==> src/rtl/fence_t_clr_seq_pkg.sv <==
// Shared types and defaults for the fence.t clear sequencer.
//   fence_t_seq_state_e : sequencer FSM state encoding
//   FENCE_T_CLR_CYCLES  : default cycles each per-unit clear is held
//   FENCE_T_INIT_CYCLES : default cycles cache init is suppressed
//   cnt_w()             : counter width for a given maximum, minimum 1 bit
package fence_t_clr_seq_pkg;

  typedef enum logic [2:0] {
    IDLE,
    DRAIN,
    CLEAR,
    INIT,
    DONE
  } fence_t_seq_state_e;

  localparam int unsigned FENCE_T_CLR_CYCLES  = 16;
  localparam int unsigned FENCE_T_INIT_CYCLES = 3;

  function automatic int unsigned cnt_w(input int unsigned max_val);
    return (max_val > 1) ? $clog2(max_val) : 1;
  endfunction

endpackage

==> src/rtl/fence_t_clr_seq_cnt.sv <==
// Up-counter with synchronous clear and enable, used as the shared phase counter.
//   clk_i : clock
//   rst_i : asynchronous active-high reset
//   clr_i : synchronous clear to 0 (has priority over en_i)
//   en_i  : increment by one
//   q_o   : current count
module fence_t_clr_seq_cnt #(
  parameter int unsigned WIDTH = 4
) (
  input  logic             clk_i,
  input  logic             rst_i,
  input  logic             clr_i,
  input  logic             en_i,
  output logic [WIDTH-1:0] q_o
);

  logic [WIDTH-1:0] q_q;

  always_ff @(posedge clk_i or posedge rst_i) begin
    if (rst_i) begin
      q_q <= '0;
    end else if (clr_i) begin
      q_q <= '0;
    end else if (en_i) begin
      q_q <= q_q + WIDTH'(1);
    end
  end

  assign q_o = q_q;

endmodule

==> src/rtl/fence_t_clr_seq.sv <==
// fence.t microarchitectural reset sequencer: drain all units, pulse each unit's
// clear in index order, suppress cache init, then pulse done.
//   clk_i, rst_i       : clock, asynchronous active-high reset
//   start_i            : request a sequence (accepted in IDLE only)
//   busy_o             : high outside IDLE
//   unit_drain_req_o   : all ones during DRAIN
//   unit_idle_i        : per-unit idle handshake
//   unit_clr_o         : one-hot clear during CLEAR
//   cache_init_no_o    : high during INIT
//   done_o             : one-cycle pulse in DONE
//   timeout_o          : sticky, last DRAIN ended by timeout
//   last_dur_o         : DRAIN..DONE cycle count of the last sequence
// Optional: define FENCE_T_CLR_STATS_EN to build the duration counter;
// otherwise last_dur_o is tied to 0.
module fence_t_clr_seq
  import fence_t_clr_seq_pkg::*;
#(
  parameter int unsigned NR_UNITS    = 4,
  parameter int unsigned CLR_CYCLES  = FENCE_T_CLR_CYCLES,
  parameter int unsigned INIT_CYCLES = FENCE_T_INIT_CYCLES,
  parameter int unsigned TIMEOUT     = 255,
  parameter int unsigned TO_W        = 8
) (
  input  logic                clk_i,
  input  logic                rst_i,
  input  logic                start_i,
  output logic                busy_o,
  output logic [NR_UNITS-1:0] unit_drain_req_o,
  input  logic [NR_UNITS-1:0] unit_idle_i,
  output logic [NR_UNITS-1:0] unit_clr_o,
  output logic                cache_init_no_o,
  output logic                done_o,
  output logic                timeout_o,
  output logic [31:0]         last_dur_o
);

  localparam int unsigned PhMax = (CLR_CYCLES > INIT_CYCLES) ? CLR_CYCLES : INIT_CYCLES;
  localparam int unsigned PhW   = cnt_w(PhMax);
  localparam int unsigned UnitW = cnt_w(NR_UNITS);

  localparam logic [PhW-1:0]   PhClrLast  = PhW'(CLR_CYCLES - 1);
  localparam logic [PhW-1:0]   PhInitLast = PhW'(INIT_CYCLES - 1);
  localparam logic [UnitW-1:0] UnitLast   = UnitW'(NR_UNITS - 1);
  localparam logic [TO_W-1:0]  ToLast     = TO_W'(TIMEOUT - 1);

  fence_t_seq_state_e state_q, state_d;
  logic [UnitW-1:0]   unit_q, unit_d;
  logic [TO_W-1:0]    to_q, to_d;
  logic               timeout_q, timeout_d;
  logic               ph_clr, ph_en;
  logic [PhW-1:0]     ph_q;

  fence_t_clr_seq_cnt #(
    .WIDTH (PhW)
  ) u_phase_cnt (
    .clk_i (clk_i),
    .rst_i (rst_i),
    .clr_i (ph_clr),
    .en_i  (ph_en),
    .q_o   (ph_q)
  );

  always_comb begin
    state_d   = state_q;
    unit_d    = unit_q;
    to_d      = to_q;
    timeout_d = timeout_q;
    ph_clr    = 1'b0;
    ph_en     = 1'b0;
    unique case (state_q)
      IDLE: begin
        if (start_i) begin
          state_d   = DRAIN;
          to_d      = '0;
          timeout_d = 1'b0;
          unit_d    = '0;
          ph_clr    = 1'b1;
        end
      end
      DRAIN: begin
        // All idle bits must be seen high together; a later drop is irrelevant.
        if (&unit_idle_i) begin
          state_d = CLEAR;
        end else if (to_q == ToLast) begin
          state_d   = CLEAR;
          timeout_d = 1'b1;
        end else begin
          to_d = to_q + TO_W'(1);
        end
      end
      CLEAR: begin
        if (ph_q == PhClrLast) begin
          ph_clr = 1'b1;
          if (unit_q == UnitLast) begin
            state_d = INIT;
          end else begin
            unit_d = unit_q + UnitW'(1);
          end
        end else begin
          ph_en = 1'b1;
        end
      end
      INIT: begin
        if (ph_q == PhInitLast) begin
          ph_clr  = 1'b1;
          state_d = DONE;
        end else begin
          ph_en = 1'b1;
        end
      end
      DONE:    state_d = IDLE;
      default: state_d = IDLE;
    endcase
  end

  always_ff @(posedge clk_i or posedge rst_i) begin
    if (rst_i) begin
      state_q   <= IDLE;
      unit_q    <= '0;
      to_q      <= '0;
      timeout_q <= 1'b0;
    end else begin
      state_q   <= state_d;
      unit_q    <= unit_d;
      to_q      <= to_d;
      timeout_q <= timeout_d;
    end
  end

  // Outputs decode registered state only, so reset clears them without a clock edge.
  assign busy_o           = (state_q != IDLE);
  assign unit_drain_req_o = (state_q == DRAIN) ? {NR_UNITS{1'b1}} : '0;
  assign unit_clr_o       = (state_q == CLEAR) ? (NR_UNITS'(1) << unit_q) : '0;
  assign cache_init_no_o  = (state_q == INIT);
  assign done_o           = (state_q == DONE);
  assign timeout_o        = timeout_q;

`ifdef FENCE_T_CLR_STATS_EN
  logic [31:0] dur_q, dur_inc, last_dur_q;

  assign dur_inc = (&dur_q) ? dur_q : dur_q + 32'd1;

  // dur_q counts busy cycles before the current one, so DONE adds one for itself.
  always_ff @(posedge clk_i or posedge rst_i) begin
    if (rst_i) begin
      dur_q      <= '0;
      last_dur_q <= '0;
    end else begin
      if (state_q == IDLE) begin
        dur_q <= '0;
      end else begin
        dur_q <= dur_inc;
      end
      if (state_q == DONE) begin
        last_dur_q <= dur_inc;
      end
    end
  end

  assign last_dur_o = last_dur_q;
`else
  assign last_dur_o = '0;
`endif

endmodule

==> config.mk <==
export PLATFORM = sky130hd
export DESIGN_NAME = fence_t_clr_seq
export DESIGN_NICKNAME = d
export VERILOG_FILES = /design/src/rtl/fence_t_clr_seq_pkg.sv /design/src/rtl/fence_t_clr_seq_cnt.sv /design/src/rtl/fence_t_clr_seq.sv
export SDC_FILE = /design/constraint.sdc
export NUM_CORES = 1
export LEC_CHECK = 0
export CAP_MARGIN = 5
export CORE_MARGIN = 1
export CORE_UTILIZATION = 45
export DETAILED_ROUTE_END_ITERATION = 8
export GPL_ROUTABILITY_DRIVEN = 0
export PLACE_DENSITY_LB_ADDON = 0.12
export RECOVER_POWER = 100
export SLEW_MARGIN = 20
export SYNTH_ARGS = -nofsm -noshare
export SYNTH_HDL_FRONTEND = slang
export SYNTH_SLANG_ARGS = --single-unit
==> constraint.sdc <==
create_clock -name clk_i -period 2.3 [get_ports clk_i]
set_clock_uncertainty 0.1 [all_clocks]
set_input_delay 0.69 -clock clk_i [delete_from_list [all_inputs] [get_ports clk_i]]
set_output_delay 0.69 -clock clk_i [all_outputs]
set_load 0.005 [all_outputs]
==> metrics.md, run 1 <==
| Metric | Value |
|---|---|
| Status | `finished with violations` |
| Violated checks | `negative setup slack` |
| Layout cell share with drive strength beyond 1 | `0.201` |
| Worst setup path class | `reg -> out` |
| Worst setup EP type | `output port` |
| Multi-input logic area | `812 sq um` |
| Share of the synthesized area in the top cell type | `0.314` |
| Max-cap violations | `0` |
| Synth Cell Area | `0.00143 sq mm` |
| Leading area contributor after synthesis | `dfrtp_1` |
| Clock Latency Late Sink | `300 ps` |
| CP max FO | `8` |
| Die area | `0.00342 sq mm` |
| Detailed Route WL | `about 2900 microns` |
| Relative slew slack | `0.326` |
| Register area | `454 sq um` |
| Syn Inst Count | `160` |
| Max incr delay on CP | `490 ps` |
| Number of library cell types mapped by synthesis | `44` |
| CTS Buffer Depth | `2` |
| Predominant post-synthesis flop cell | `dfrtp_1` |
| Vias per cell | `4.83` |
| GRT Overall Usage | `0.180` |
| Largest net degree at the start of global routing | `19` |
| Slew @ Worst Pin | `1010 ps` |
| P&R area growth vs syn | `16.5%` |
| CTS clk-pin slew, worst paths | `120 ps` |
| Async SR Flop Fraction | `1.00` |
| Deepest level of the CTS H-tree | `1` |
| Sequential share of power | `0.335` |
| Worst reg-to-reg path cell count | `9` |
| Most frequent cells after synthesis | `36 x buf_4, 18 x dfrtp_1, 8 x ha_1, 8 x nand3_1` |
| LEAKAGE | `a little over 0.8 nW` |
| Number of global-route vias before repair | `1040` |
| First-pass GRT wire length | `4680 microns` |
| Placed cell count | `~220` |
| First-pass detailed-route iteration total | `4` |
| Post-synthesis sequential area ratio | `0.314` |
| Layout Nets | `205` |
| Hold EP | `to_q[7]` |
| Mean routed wirelength per cell | `between 10 and 15 microns` |
| Critical path data required time | `1510 ps` |
| Width of the die | `approximately 60 microns` |
| FF-to-FF End | `to_q[5]` |
| Comb power frac | `0.529` |
| Reg2Reg Setup Slack | `160 ps` |
| HPWL after DPL | `2160 microns` |
| YS warnings | `0` |
| Initial Util | `0.474` |
| Total grt overflow | `0` |
| Clk sinks | `18` |
| Hold path cells | `1` |
| Count leader, synth | `buf_4` |
| Clk root buf | `clkbuf_4` |
| Final hold vios | `0` |
| Arr. time, crit path | `1620 ps` |
| Worst path cell trace | `buf_4 -> nor2b_4 -> and2_4 -> clkdlybuf4s50_1` |
| Setup ws final | `-113 ps` |
| CP max stage cell | `clkdlybuf4s50_1` |
| Final setup violating endpoints | `1` |
| Sw frac | `0.399` |
| Top Family by Delay on Critical Path | `buffers and inverters` |
| Clock share of power | `0.136` |
| Sw Pwr | `roughly 0.60 mW` |
| Core region area | `around 0.003 sq mm` |
| Final slew viol count | `0` |
| Initial detailed-routing violation count | `27` |
| Synth Register Bits | `18` |
| Diode count | `0` |
| # rows | `20` |
| Avg Cell Area, Syn | `8.96 sq um` |
| Main area contributors after synthesis | `dfrtp_1 31%, buf_4 19%, ha_1 7.0%` |
| Startpoint Class | `flop` |
| Die Ht | `58.5 microns` |
| Hold WC Path Type | `reg -> reg` |
| RR Startpoint | `state_q[1]` |
| Int Pwr | `0.902 mW` |
| Tcrit/Tclk final | `1.05` |
| Inserted Clock Buffers | `3` |
| Buffer and inverter count on the worst path | `2` |
| CTS tree | `done` |
| Non-filler instance count after layout | `between 200 and 250` |
| Post-route minimum period | `2410 ps` |
| IO buf count | `18` |
| EDFF count, synth | `0` |
| Power per cell area | `899 mW/mm^2` |
| Max Freq | `414 MHz` |
| VDD IR max | `0.483 mV` |
| Routed via count | `1125` |
| ANT nets after route | `0` |
| Initial antenna violation count | `0` |
| I/O pin cnt | `51` |
| Hold_sp | `to_q[7]` |
| Final Util | `0.552` |
| RSZ-0062 raised after global routing | `yes` |
| Residual DRC | `0` |
| Dpl ws | `-20.9 ps` |
| # fillers | `283` |
-- timing repair --
action,4_1_cts,5_1_grt
pin swaps,1,2
buffers inserted,4,2
endpoints found under the setup margin,11,9
hold buffers,0,0
resized for setup,16,17
-- sequential cells by signal (all words and copies together) (netlist names) --
name	cells
u_phase_cnt.q_o	4
state_q	3
to_q	8
unit_q	2
timeout_o	1
-- layout by cell type, fill, tap and decap left out, types with 2 or more instances in the layout --
master,count
ha_1,7
clkbuf_2,3
nor3_1,2
o211ai_1,4
nand2b_1,2
xnor2_1,2
nand3b_1,2
a31oi_1,2
dfrtp_2,3
nand3_1,8
or3_1,3
clkbuf_4,3
o21ai_0,4
and2_1,5
buf_6,2
dfrtp_1,15
dlygate4sd2_1,3
clkdlybuf4s50_1,7
nand4_1,4
buf_4,14
dlymetal6s2s_1,3
conb_1,32
nor2_1,5
nand2_1,7
o31ai_1,2
a21oi_1,6
inv_1,5
o21ai_1,4
mux2i_1,2
-- power by group through the flow --
stage                     logic [mW]  registers, mW  clock network (mW)
after floorplan                0.530          0.462                   0
after global placement         0.695          0.490                   0
after detailed placement       0.720          0.491                   0
after CTS                      0.756          0.488               0.207
after global routing           0.892          0.519               0.220
final                          0.795          0.503               0.204
-- final cells by class --
class                           instances  share of cell area
Clock buffer                            4              0.0217
Inverter                                6              0.0135
Multi-Input combinational cell        127               0.486
Sequential cell                        18               0.272
Tap cell                               44              0.0330
Timing Repair Buffer                   34               0.174
-- worst register-to-register path, stage by stage, from the launching register on --
cell      delay (ps)
dfrtp_2          470
buf_6            140
buf_4            130
nor3b_4          190
buf_4            140
buf_4             90
buf_4            110
o211ai_1         120
or4_1            420
a21oi_1          150
-- routing by layer --
metal | wire length [microns] | up-vias | global-route usage | share of wire
met5 | 0 | - | 0 | 0
met1 | 1190 | 552 | 0.209 | 0.42
met4 | 0 | 0 | 0.0612 | 0
met3 | 80 | 0 | 0.0198 | 0.028
li1 | - | 553 | - | -
met2 | 1590 | 20 | 0.340 | 0.56
-- through the flow --
stage	power, mW	setup TNS, ps	hold slack [ps]	cell area (sq um)
floorplan	0.992	0	348	1550
global placement	1.19	0	372	1570
detailed placement	1.21	-40.8	393	1570
CTS	1.45	-568	409	1640
global route	1.63	-278	425	1670
finish	1.50	-113	409	1670
-- worst max path at each step --
stage | depth (start not counted) | endpoint | startpoint
floorplan | 3 | unit_clr_o[0] | state_q[2]
global placement | 5 | unit_q[0] | start_i
detailed placement | 5 | unit_q[0] | start_i
CTS | 4 | unit_clr_o[1] | state_q[2]
global route | 4 | cache_init_no_o | state_q[2]
finish | 4 | cache_init_no_o | state_q[2]
-- logic make-up (layout without fill, tap and decap cells) --
group / Yosys count / in the layout / share of synthesized area
and+or+nand+nor: 53 / 53 / 0.229
DFF: 18 / 18 / 0.314
buffers and inverters: 46 / 44 / 0.222
xor gates and xnor gates: 2 / 2 / 0.0122
other: 1 / 32 / 0.00262
adders and majority gates: 8 / 8 / 0.0698
AOI/OAI and AO/OA: 30 / 30 / 0.137
muxes: 2 / 2 / 0.0140
No activity file was read; power rests on OpenSTA's default activity.
==> inputs of run 2 (changes only) <==
==> constraint.sdc (replaced) <==
create_clock -name clk_i -period 2.3 [get_ports clk_i]
set_clock_uncertainty 0.1 [all_clocks]
set_input_delay 0.46 -clock clk_i [delete_from_list [all_inputs] [get_ports clk_i]]
set_output_delay 0.46 -clock clk_i [all_outputs]
set_load 0.005 [all_outputs]
==> metrics.md, run 2 (same netlist as run 1, synthesis figures left out) <==
| Metric | Value |
|---|---|
| Status | `complete, no violations` |
| Number of global-route vias before repair | `991` |
| P&R area growth vs syn | `9.16%` |
| Most common cell after layout, fill and taps aside | `conb_1` |
| IO buf count | `18` |
| Setup ws final | `55.5 ps` |
| Layout Nets | `between 150 and 200` |
| Design area | `0.00157 sq mm` |
| First-pass GRT wire length | `~4300 microns` |
| Max-cap violations | `0` |
| Non-filler instance count after layout | `225` |
| Largest Register | `to_q` |
| First-pass detailed-route iteration total | `4` |
| Power per cell area | `855 mW/mm^2` |
| HPWL after DPL | `1960 microns` |
| Clock Latency Late Sink | `300 ps` |
| Startpoint Class | `flop` |
| Final Total Pwr | `1.34 mW` |
| Highest-count cells in the layout ignoring fill and taps | `32 x conb_1, 16 x dfrtp_1, 14 x clkdlybuf4s50_1` |
| Post-route minimum period | `2240 ps` |
| Worst setup EP type | `output port` |
| # rows | `20` |
| Residual DRC | `0` |
| Min Hold Slack | `between 300 and 400 ps` |
| Width of the die | `58.5 microns` |
| Number of flip-flops in the largest register | `8` |
| Post-DP Area | `0.00154 sq mm` |
| Initial Util | `0.474` |
| Arr. time, crit path | `between 1500 and 2000 ps` |
| Placed cell count | `219` |
| Die area | `approximately 0.0034 sq mm` |
| Inserted Clock Buffers | `3` |
| Clk root buf | `clkbuf_4` |
| CTS tree | `done` |
| Initial antenna violation count | `0` |
| CTS Buffer Depth | `2` |
| Largest net degree at the start of global routing | `19` |
| RSZ-0062 raised after global routing | `no` |
| Slew @ Worst Pin | `998 ps` |
| Hold WC Path Type | `reg -> reg` |
| LEAKAGE | `0.715 nW` |
| Critical path data required time | `about 1700 ps` |
| Vias per cell | `4.80` |
| I/O pin cnt | `51` |
| Max Freq | `446 MHz` |
| Mean routed wirelength per cell | `11.6 microns` |
| Initial detailed-routing violation count | `28` |
| CP max FO | `8` |
| Layout cell share with drive strength beyond 1 | `0.0773` |
| Diode count | `0` |
| Final slew viol count | `0` |
| Core region area | `0.00303 sq mm` |
| CTS clk-pin slew, worst paths | `110 ps` |
| Hold path cells | `1` |
| Clk sinks | `18` |
| Deepest level of the CTS H-tree | `1` |
| Final Util | `0.517` |
| VDD IR max | `0.532 mV` |
| Final setup violating endpoints | `0` |
| Worst reg-to-reg path cell count | `5` |
| GRT Overall Usage | `0.161` |
| Setup_tns | `0 ps` |
| ANT nets after route | `0` |
| Die Ht | `58.5 microns` |
| Routed via count | `1081` |
| Tcrit/Tclk final | `0.976` |
| Worst setup path class | `reg -> out` |
| Relative slew slack | `0.335` |
| Final hold vios | `0` |
| Dpl ws | `201 ps` |
| Total grt overflow | `0` |
| Detailed Route WL | `roughly 2600 microns` |
run 2: worst paths after layout:
kind | from | endpoint | slack [ps]
hold / removal | to_q[7] | to_q[7] | 390
setup / recovery | state_q[2] | busy_o | 60
setup reg to reg | state_q[1] | unit_q[1] | 220
hold reg to reg | to_q[7] | to_q[7] | 390
min in group asynchronous | rst_i | u_phase_cnt.q_o[0] | 790
max in group asynchronous | rst_i | state_q[1] | 650
run 2: cell type report:
| cell class | instances | area (sq um) |
|---|---|---|
| Clock buffer | 3 | 22.5 |
| Fill cell | 301 | 1460 |
| Inverter | 6 | 22.5 |
| Multi-Input combinational cell | 127 | 777 |
| Sequential cell | 18 | 453 |
| Tap cell | 44 | 55.1 |
| Timing Repair Buffer | 27 | 235 |
run 2: what timing repair did:
action / 4_1_cts / 5_1_grt
hold buffers: 0 / 0
setup endpoints to repair: 9 / 9
gates cloned: 0 / 0
setup buffers: 3 / 0
gates resized for setup: 1 / 4
run 2: worst max-delay path, cell delays in order (launching register included):
cell and delay [ps]:
dfrtp_1 390, buf_4 160, or3_1 370, clkdlybuf4s50_1 470
run 2: power breakdown:
group / total [mW] / leakage, nW / switching [mW] / internal (mW)
clock network: 0.162 / 0.0138 / 0.101 / 0.0610
logic: 0.684 / 0.462 / 0.350 / 0.333
registers: 0.493 / 0.239 / 0.101 / 0.392
total: 1.34 / 0.715 / 0.552 / 0.786
run 2: metal layers:
metal,part of all wire,up-vias,track usage
met1,0.44,518,0.186
met5,0,-,0
met3,0.043,0,0.0440
met4,0,0,0.0204
met2,0.52,24,0.304
li1,-,539,-
